$ cat src/rtl/ps2_scancode_decoder.sv
// PS/2 set-2 scancode decoder: drains the receiver FIFO and assembles make/break/E0 key events.
// Optional feature macro: SHIFT_CASE_EN (shift-key tracking and uppercase letters).
`timescale 1ns/1ps
module ps2_scancode_decoder #(
    parameter int CNT_W      = 8,
    parameter bit IGNORE_BAT = 1'b1
) (
    input  logic             clk,
    input  logic             clrn,
    input  logic [7:0]       ps2_data,
    input  logic             ps2_ready,
    input  logic             ps2_overflow,
    output logic             ps2_nextdata_n,
    output logic             event_valid,
    output logic [7:0]       event_code,
    output logic             event_ext,
    output logic             event_break,
    output logic             event_repeat,
    output logic [7:0]       ascii,
    output logic             key_held,
    output logic [8:0]       held_code,
    output logic [CNT_W-1:0] press_count,
    output logic             err_overflow,
    output logic             err_seq
);

    typedef enum logic {HS_IDLE, HS_POP} hs_state_t;
    typedef enum logic [1:0] {SQ_BASE, SQ_EXT, SQ_BRK, SQ_EXT_BRK} sq_state_t;

    hs_state_t  hs_state, hs_next;
    sq_state_t  sq_state, sq_next, sq_eff;
    logic [7:0] byte_q;
    logic       byte_vld;
    logic       ev_fire, ev_ext, ev_brk, seq_err;
    logic [8:0] ev_key;
    logic       ev_match, ev_shift, shift_dn;

    function automatic logic [7:0] to_ascii(input logic [7:0] code, input logic upper);
        logic [7:0] a;
        case (code)
            8'h1C: a = 8'h61; 8'h32: a = 8'h62; 8'h21: a = 8'h63; 8'h23: a = 8'h64;
            8'h24: a = 8'h65; 8'h2B: a = 8'h66; 8'h34: a = 8'h67; 8'h33: a = 8'h68;
            8'h43: a = 8'h69; 8'h3B: a = 8'h6A; 8'h42: a = 8'h6B; 8'h4B: a = 8'h6C;
            8'h3A: a = 8'h6D; 8'h31: a = 8'h6E; 8'h44: a = 8'h6F; 8'h4D: a = 8'h70;
            8'h15: a = 8'h71; 8'h2D: a = 8'h72; 8'h1B: a = 8'h73; 8'h2C: a = 8'h74;
            8'h3C: a = 8'h75; 8'h2A: a = 8'h76; 8'h1D: a = 8'h77; 8'h22: a = 8'h78;
            8'h35: a = 8'h79; 8'h1A: a = 8'h7A;
            8'h45: a = 8'h30; 8'h16: a = 8'h31; 8'h1E: a = 8'h32; 8'h26: a = 8'h33;
            8'h25: a = 8'h34; 8'h2E: a = 8'h35; 8'h36: a = 8'h36; 8'h3D: a = 8'h37;
            8'h3E: a = 8'h38; 8'h46: a = 8'h39;
            8'h29: a = 8'h20; 8'h5A: a = 8'h0D; 8'h66: a = 8'h08;
            default: a = 8'h00;
        endcase
        if (upper && a >= 8'h61 && a <= 8'h7A)
            a = a - 8'h20;
        return a;
    endfunction

    // Handshake: at most one capture every two cycles, ready ignored while popping
    always_comb begin
        hs_next = HS_IDLE;
        if (hs_state == HS_IDLE && ps2_ready)
            hs_next = HS_POP;
    end

    always_ff @(posedge clk or negedge clrn) begin
        if (!clrn) begin
            hs_state       <= HS_IDLE;
            byte_q         <= '0;
            ps2_nextdata_n <= 1'b1;
        end else begin
            hs_state       <= hs_next;
            ps2_nextdata_n <= (hs_next != HS_POP);
            if (hs_next == HS_POP)
                byte_q <= ps2_data;
        end
    end

    assign byte_vld = (hs_state == HS_POP);

    always_comb begin
        sq_next = sq_state;
        sq_eff  = sq_state;
        ev_fire = 1'b0;
        ev_ext  = 1'b0;
        ev_brk  = 1'b0;
        seq_err = 1'b0;
        if (byte_vld) begin
            // Illegal prefix order: flag it and reinterpret the byte from BASE
            if ((byte_q == 8'hE0 && sq_state != SQ_BASE) ||
                (byte_q == 8'hF0 && (sq_state == SQ_BRK || sq_state == SQ_EXT_BRK))) begin
                seq_err = 1'b1;
                sq_eff  = SQ_BASE;
            end
            case (sq_eff)
                SQ_BASE: begin
                    if (byte_q == 8'hE0)
                        sq_next = SQ_EXT;
                    else if (byte_q == 8'hF0)
                        sq_next = SQ_BRK;
                    else if (!(IGNORE_BAT && byte_q == 8'hAA))
                        ev_fire = 1'b1;
                end
                SQ_EXT: begin
                    if (byte_q == 8'hF0) begin
                        sq_next = SQ_EXT_BRK;
                    end else begin
                        ev_fire = 1'b1;
                        ev_ext  = 1'b1;
                        sq_next = SQ_BASE;
                    end
                end
                SQ_BRK: begin
                    ev_fire = 1'b1;
                    ev_brk  = 1'b1;
                    sq_next = SQ_BASE;
                end
                default: begin
                    ev_fire = 1'b1;
                    ev_ext  = 1'b1;
                    ev_brk  = 1'b1;
                    sq_next = SQ_BASE;
                end
            endcase
        end
        // Overflow drops any partial prefix and any event due on the same edge
        if (ps2_overflow) begin
            sq_next = SQ_BASE;
            ev_fire = 1'b0;
        end
    end

    always_ff @(posedge clk or negedge clrn) begin
        if (!clrn)
            sq_state <= SQ_BASE;
        else
            sq_state <= sq_next;
    end

    assign ev_key   = {ev_ext, byte_q};
    assign ev_match = key_held && (held_code == ev_key);

`ifdef SHIFT_CASE_EN
    logic shift_l, shift_r;
    assign shift_dn = shift_l | shift_r;
    assign ev_shift = !ev_ext && (byte_q == 8'h12 || byte_q == 8'h59);

    always_ff @(posedge clk or negedge clrn) begin
        if (!clrn) begin
            shift_l <= 1'b0;
            shift_r <= 1'b0;
        end else if (ev_fire && ev_shift) begin
            if (byte_q == 8'h12)
                shift_l <= !ev_brk;
            else
                shift_r <= !ev_brk;
        end
    end
`else
    assign shift_dn = 1'b0;
    assign ev_shift = 1'b0;
`endif

    always_ff @(posedge clk or negedge clrn) begin
        if (!clrn) begin
            event_valid  <= 1'b0;
            event_code   <= '0;
            event_ext    <= 1'b0;
            event_break  <= 1'b0;
            event_repeat <= 1'b0;
            ascii        <= '0;
            key_held     <= 1'b0;
            held_code    <= '0;
            press_count  <= '0;
            err_overflow <= 1'b0;
            err_seq      <= 1'b0;
        end else begin
            event_valid  <= ev_fire;
            err_overflow <= err_overflow | ps2_overflow;
            err_seq      <= err_seq | seq_err;
            if (ev_fire) begin
                event_code   <= byte_q;
                event_ext    <= ev_ext;
                event_break  <= ev_brk;
                event_repeat <= !ev_brk && ev_match && !ev_shift;
                ascii        <= ev_ext ? 8'h00 : to_ascii(byte_q, shift_dn);
                if (!ev_brk) begin
                    if (!ev_match && !ev_shift) begin
                        press_count <= press_count + CNT_W'(1);
                        held_code   <= ev_key;
                        key_held    <= 1'b1;
                    end
                end else if (ev_match) begin
                    key_held <= 1'b0;
                end
            end
        end
    end

endmodule

$ cat config.mk
export PLATFORM = sky130hd
export DESIGN_NAME = ps2_scancode_decoder
export DESIGN_NICKNAME = d
export VERILOG_FILES = /design/src/rtl/ps2_scancode_decoder.sv
export SDC_FILE = /design/constraint.sdc
export NUM_CORES = 1
export LEC_CHECK = 0
export ABC_AREA = 1
export BUFFER_PORTS_ARGS = -buffer_cell sky130_fd_sc_hd__buf_2
export CAP_MARGIN = 0
export CELL_PAD_IN_SITES_DETAIL_PLACEMENT = 1
export CELL_PAD_IN_SITES_GLOBAL_PLACEMENT = 2
export CORE_ASPECT_RATIO = 1.1
export CORE_MARGIN = 2
export CORE_UTILIZATION = 32
export DETAILED_ROUTE_END_ITERATION = 10
export HOLD_SLACK_MARGIN = 0.02
export PLACE_DENSITY = 0.87
export SYNTH_ARGS = -nofsm -noshare
export SYNTH_HDL_FRONTEND = slang
export SYNTH_SLANG_ARGS = --single-unit
$ cat constraint.sdc
create_clock -name clk -period 2.9 [get_ports clk]
set_input_delay 0.29 -clock clk [delete_from_list [all_inputs] [get_ports clk]]
set_output_delay 0.29 -clock clk [all_outputs]
set_load 0.05 [all_outputs]
After elaboration in Yosys (flattened, before gate mapping)
Memories as Yosys holds them, arrays and structs flattened. Index checks and enable logic that the tools add are counted.

Add/subtract/negate cells: 1. Equality and inequality tests: 11. Muxes and demuxes: 27. Bitwise logic cells: 6. Reduce and logical (&&, ||, !) cells: 16.

Operators by type and width (number): 8-bit == test (second input constant) (3); 8-bit 2-to-1 mux (2); 1-bit 2-to-1 mux (15); 2-bit 2-to-1 mux (7); 9-bit == test (1); 8-bit by 1-bit adder with 8-bit output (second input constant) (1); 2-bit == test (second input constant) (3); 3-bit AND reduction (2); 1-bit logical AND (5); 4-bit != test (second input constant) (1); 1-bit NOT (4); 1-bit one-hot mux with 2 select lines (2); 2-bit one-hot mux with 2 select lines (1); 2-bit nonzero test (2); 2-bit OR reduction (2); 2-bit by 1-bit == test with 1-bit output (second input constant) (1); 2-bit logical NOT (1); 1-bit logical OR (2); 2-bit by 1-bit != test with 1-bit output (second input constant) (1); 2-bit != test (second input constant) (1); 1-bit bitwise OR (2); 2-bit AND reduction (1); 1-bit logical NOT (1).

Register bits: 52. ROM bits: 896. Input port bits: 12. Output and inout port bits: 41. Word-level logic and storage cells: 77. Memories kept: 1.

Memory list: (name not given) (words 128, bits a word 7, read ports 1, clocked after Yosys merged registers in 0, wr ports 0, RTL line 40) `case (code)`.

Logic depth before layout (Yosys ltp)
Depth in word-level cells: 14. Gate-level depth with buffers: 17. Gate-level depth less buffers: 16.

Worst setup path before layout
Ideal clock, no wire load.

Path kind: flip-flop to flip-flop. Start: reg byte_q[1]. End: reg press_count[2]. Library setup time: 0.064 ns. Data arrival time: 2.385 ns. Required time: 2.836 ns. Path slack: 0.451 ns. Cell stages (with the launch flop): 18. Path buffers: 1. Clock period less this slack: 2.449 ns. Cells stage by stage: dfrtp_1 -> clkinv_1 -> ha_1 -> nand2_2 -> nor2_4 -> nand3_1 -> nand4_1 -> inv_2 -> nand2_1 -> nand2_1 -> nor2_1 -> inv_1 -> ha_1 -> inv_1 -> nor2_4 -> buf_6 -> nand2_1 -> nand2_2.

Cells in the longest elaborated chain, start to end: 13. Elaborated cells between the ends (all ways): 29. Classes of those cells: eq/ne: 6; mux: 13; bitwise: 2; reduce/logical: 8.

RTL lines: start, declared (RTL line 32) `logic [7:0] byte_q;`; start signal, assigned (RTL line 75) `byte_q <= ps2_data;`; 8-bit == test (on tied branches); 1-bit logical AND (on tied branches) (RTL line 90, 91); 1-bit logical OR (RTL line 90) `if ((byte_q == 8'hE0 && sq_state != SQ_BASE) ||`; 2-bit 2-to-1 mux (RTL line 90); 2-bit 2-to-1 mux (RTL line 88) `if (byte_vld) begin`; 2-bit == test or 2-bit logical NOT (tied branches) (RTL line 95) `case (sq_eff)`; 2-bit OR reduction (no source line); 1-bit one-hot mux with 2 select lines (RTL line 95); 1-bit 2-to-1 mux (RTL line 88); 9-bit == test (RTL line 141) `assign ev_match = key_held && (held_code == ev_key);`; 1-bit logical AND (RTL line 141); 1-bit NOT (no source line); 3-bit AND reduction (no source line) *; end signal, assigned (RTL line 189) `press_count <= press_count + CNT_W'(1);`; end, declared (RTL line 22) `output logic [CNT_W-1:0] press_count,`.

Mark *: on every way between the ends. The rest lies on a longest branch, timed or not. The select of a mux whose other input is x is not followed. A chain may end at the register's enable or synchronous reset.

Final worst setup path
Start: reg byte_q[0]. End: reg press_count[3].

The elaborated chain is that of the path after synthesis.

==> key figures <==
GRT
  • Total track usage: between 10% and 20%
  • Vias in the first global route: 3112
  • GRT overflow: 0
  • Initial antenna violation count: 0
  • First-pass GRT wire length: about 16000 µm
  • Largest net degree at the start of global routing: 45

Yosys
  • Area leader, netlist: dfrtp_1
  • Most instantiated cells after synthesis: nand2_1, dfrtp_1, nand3_1, o21ai_0, inv_1
  • Post-Syn Area: around 3200 µm²
  • Post-synth ARST share: 100%
  • Post-synth EDFFs: 0
  • Ys flop type: dfrtp_1
  • Syn avg cell area: between 7 and 8 µm²
  • YS warnings: 0
  • Synth top area share: 39.3%
  • Seq/Total Area, Yosys: 40.1%
  • Dominant cells by area after synthesis: dfrtp_1, nand2_1, nand3_1, o21ai_0, ha_1
  • Mapped Cells: approximately 440
  • Number of synthesized register bits: around 50
  • Synth Net Count: 460
  • Distinct cells, synth: 38
  • Most numerous cell in the Yosys netlist: nand2_1

Detailed routing
  • Via count: between 3000 and 4000
  • Drt drc: 0
  • Remaining antenna violation count: 0
  • First-pass DRT Iterations: 4
  • Detailed Route WL: around 9400 µm
  • DR iter-0 viols: 115
  • Via density: a little under 5
  • Per-cell routed wire length: approximately 15 µm

Critical path
  • CP Max Fanout: 17
  • Worst path cell trace: inv_1 -> ha_1 -> nand2_2 -> nor2_4 -> nand3_1 -> nand4_1 -> inv_2 -> nand2_1 -> nand2_1 -> nor2_1 -> inv_1 -> ha_1 -> inv_1 -> nor2_4 -> buf_12 -> nand2_1 -> nand2_1
  • Crit Path Class: reg -> reg
  • Worst Path Buf+Inv: 5
  • Crit-path most repeated cell: nand2_1
  • CP endpoint kind: flop
  • Delay-heaviest family, CP: simple AND/OR/NAND/NOR gates
  • Critical path's slowest cell: dfrtp_1
  • CP max stage delay: ~0.47 ns
  • CP required: between 3 and 4 ns
  • Critical Path AT: roughly 2.8 ns
  • Worst setup SP type: flop

STA
  • Final Max Tran Viols: 0
  • RSZ-0062 raised after global routing: false
  • Final TNS setup: 0 ns
  • Rel. slew slack: roughly 60%
  • Final hold viol count: 0
  • # setup viols final: 0
  • Tmin final: 2.57 ns
  • Worst slew pin tran: about 0.57 ns
  • FMAX: between 0.3 and 0.4 GHz
  • Fin crit share: 88.6%
  • Worst clock skew: ~0.0099 ns

Clock tree
  • Clk Latency, worst-skew pair: between 0.3 and 0.4 ns
  • Bufs on Longest Clock Path: 2
  • TritonCTS Buffers: 5
  • CTS tree: done
  • Sink Count: between 50 and 60
  • Root buffer cell: clkbuf_8
  • H-tree depth: 2
  • Clock transition at path regs: around 0.09 ns

Floorplan
  • Die area: between 10000 and 15000 µm²
  • Site row count: 38
  • Initial core utilization: between 30% and 40%
  • Num ports: 53
  • Chip height: approximately 110 µm
  • Die X-Extent: 99.2 µm
  • Core Footprint: about 9800 µm²

Final layout
  • FILL cells: 1271
  • Layout cell share with drive strength beyond 1: approximately 22%
  • Diodes inserted: 0
  • Footprint of the multi-input gates: around 1700 µm²
  • Layout area overhead: 16.3%
  • # nets final: ~520
  • Reg area: 1280 µm²
  • Design Area, Final: between 3000 and 4000 µm²

Hold path
  • Worst min-delay path class: in -> reg

Placement
  • Port Buffer Count: 51
  • Gpl congestion: 0.905
  • Area after DPL: around 3600 µm²
  • HPWL after DPL: 7080 µm

Power
  • Lkg Pwr: slightly below 2 nW
  • Pwr Density: slightly below 700 nW/µm²
  • Worst vdd ir: approximately 180 µV

Run status
  • Status: complete, no violations

Run
  • Max_cap viols: 0
-- power breakdown --
group	internal (mW)	total (mW)	switching (mW)
logic	0.292	1.11	0.814
clock network	0.253	0.494	0.240
registers	0.828	0.950	0.121
-- cell families (layout without fill, tap and decap cells) --
kind of cell | after synthesis | count (layout) | synth area share (%)
buffers and inverters | 52 | 108 | 7.73
AOI/OAI and AO/OA | 45 | 45 | 7.50
other | 1 | 1 | 0.118
adders and majority gates | 10 | 10 | 3.93
and+or+nand+nor | 270 | 270 | 38.2
DFF | 51 | 51 | 40.1
xor gates and xnor gates | 9 | 9 | 2.47
-- metal layers --
metal	share of wire [%]	GRT usage, %
met4	1.8	6.26
met3	3.6	2.37
met1	47	24.4
met5	0	0
met2	48	31.3
-- through the flow --
step | utilization [%] | hold WS, ns | instances | power [mW] | worst slack (ns)
2_1_floorplan | - | -0.00559 | 438 | 1.76 | 0.451
3_3_place_gp | 36.5 | 0.139 | 605 | 2.04 | 0.424
3_5_place_dp | 36.5 | 0.148 | 605 | 2.07 | 0.259
4_1_cts | 37.6 | 0.122 | 613 | 2.57 | 0.243
5_1_grt | 37.8 | 0.135 | 614 | 2.72 | 0.0709
6_report | 37.8 | 0.128 | 614 | 2.55 | 0.331
-- placed cells by master, fill, tap and decap left out, types with 2 or more instances in the layout --
cell type | Yosys | final
inv_2 | 5 | 5
a21oi_1 | 8 | 8
or2_2 | 3 | 3
xnor2_1 | 4 | 4
clkinv_1 | 4 | 4
inv_1 | 26 | 26
ha_1 | 10 | 10
xor2_1 | 5 | 5
nor2_1 | 23 | 23
o22ai_1 | 2 | 2
nand2_2 | 19 | 19
o21ai_1 | 3 | 3
buf_4 | 2 | 12
nand4_1 | 4 | 4
nand3_1 | 35 | 35
nor2_4 | 4 | 4
dfrtp_1 | 50 | 50
clkbuf_8 | 0 | 5
nand3b_1 | 2 | 2
nand2_1 | 171 | 171
buf_2 | 3 | 51
nor3_1 | 3 | 3
o21ai_0 | 28 | 28
-- sequential cells by signal (all words and copies together), names as in the netlist --
register	count
err_overflow	1
event_break	1
key_held	1
ascii	7
event_repeat	1
event_valid	1
held_code	9
event_code	8
byte_vld	1
byte_q	8
ps2_nextdata_n	1
press_count	8
err_seq	1
sq_state	2
event_ext	1
-- final timing paths --
kind	slack [ns]	startpoint	depth (start not counted)	end
setup reg to reg	0.33	byte_q[0]	17	press_count[3]
max in group asynchronous	1.75	clrn	3	ps2_nextdata_n
min in group asynchronous	0.33	clrn	2	press_count[3]
hold / removal	0.13	ps2_ready	2	ps2_nextdata_n
hold reg to reg	0.47	err_overflow	1	err_overflow
setup / recovery	0.33	byte_q[0]	17	press_count[3]
-- layout make-up --
type | count | share of cell area (%)
repair buffers | 65 | 10.1
flip-flops and latches | 51 | 34.5
clock inverters | 1 | 0.810
clock buffers | 6 | 1.96
inverters | 36 | 3.71
multi-input cells | 335 | 44.9
well taps | 120 | 4.05
-- what timing repair did --
| item | in CTS | in global routing |
|---|---|---|
| endpoints found under the setup margin | 0 | 14 |
| gates resized for setup | 0 | 0 |
| hold buffers | 1 | 0 |
| setup buffers | 0 | 1 |
| hold endpoints to repair | 7 | 0 |
Power figures use the tool's default switching activity.
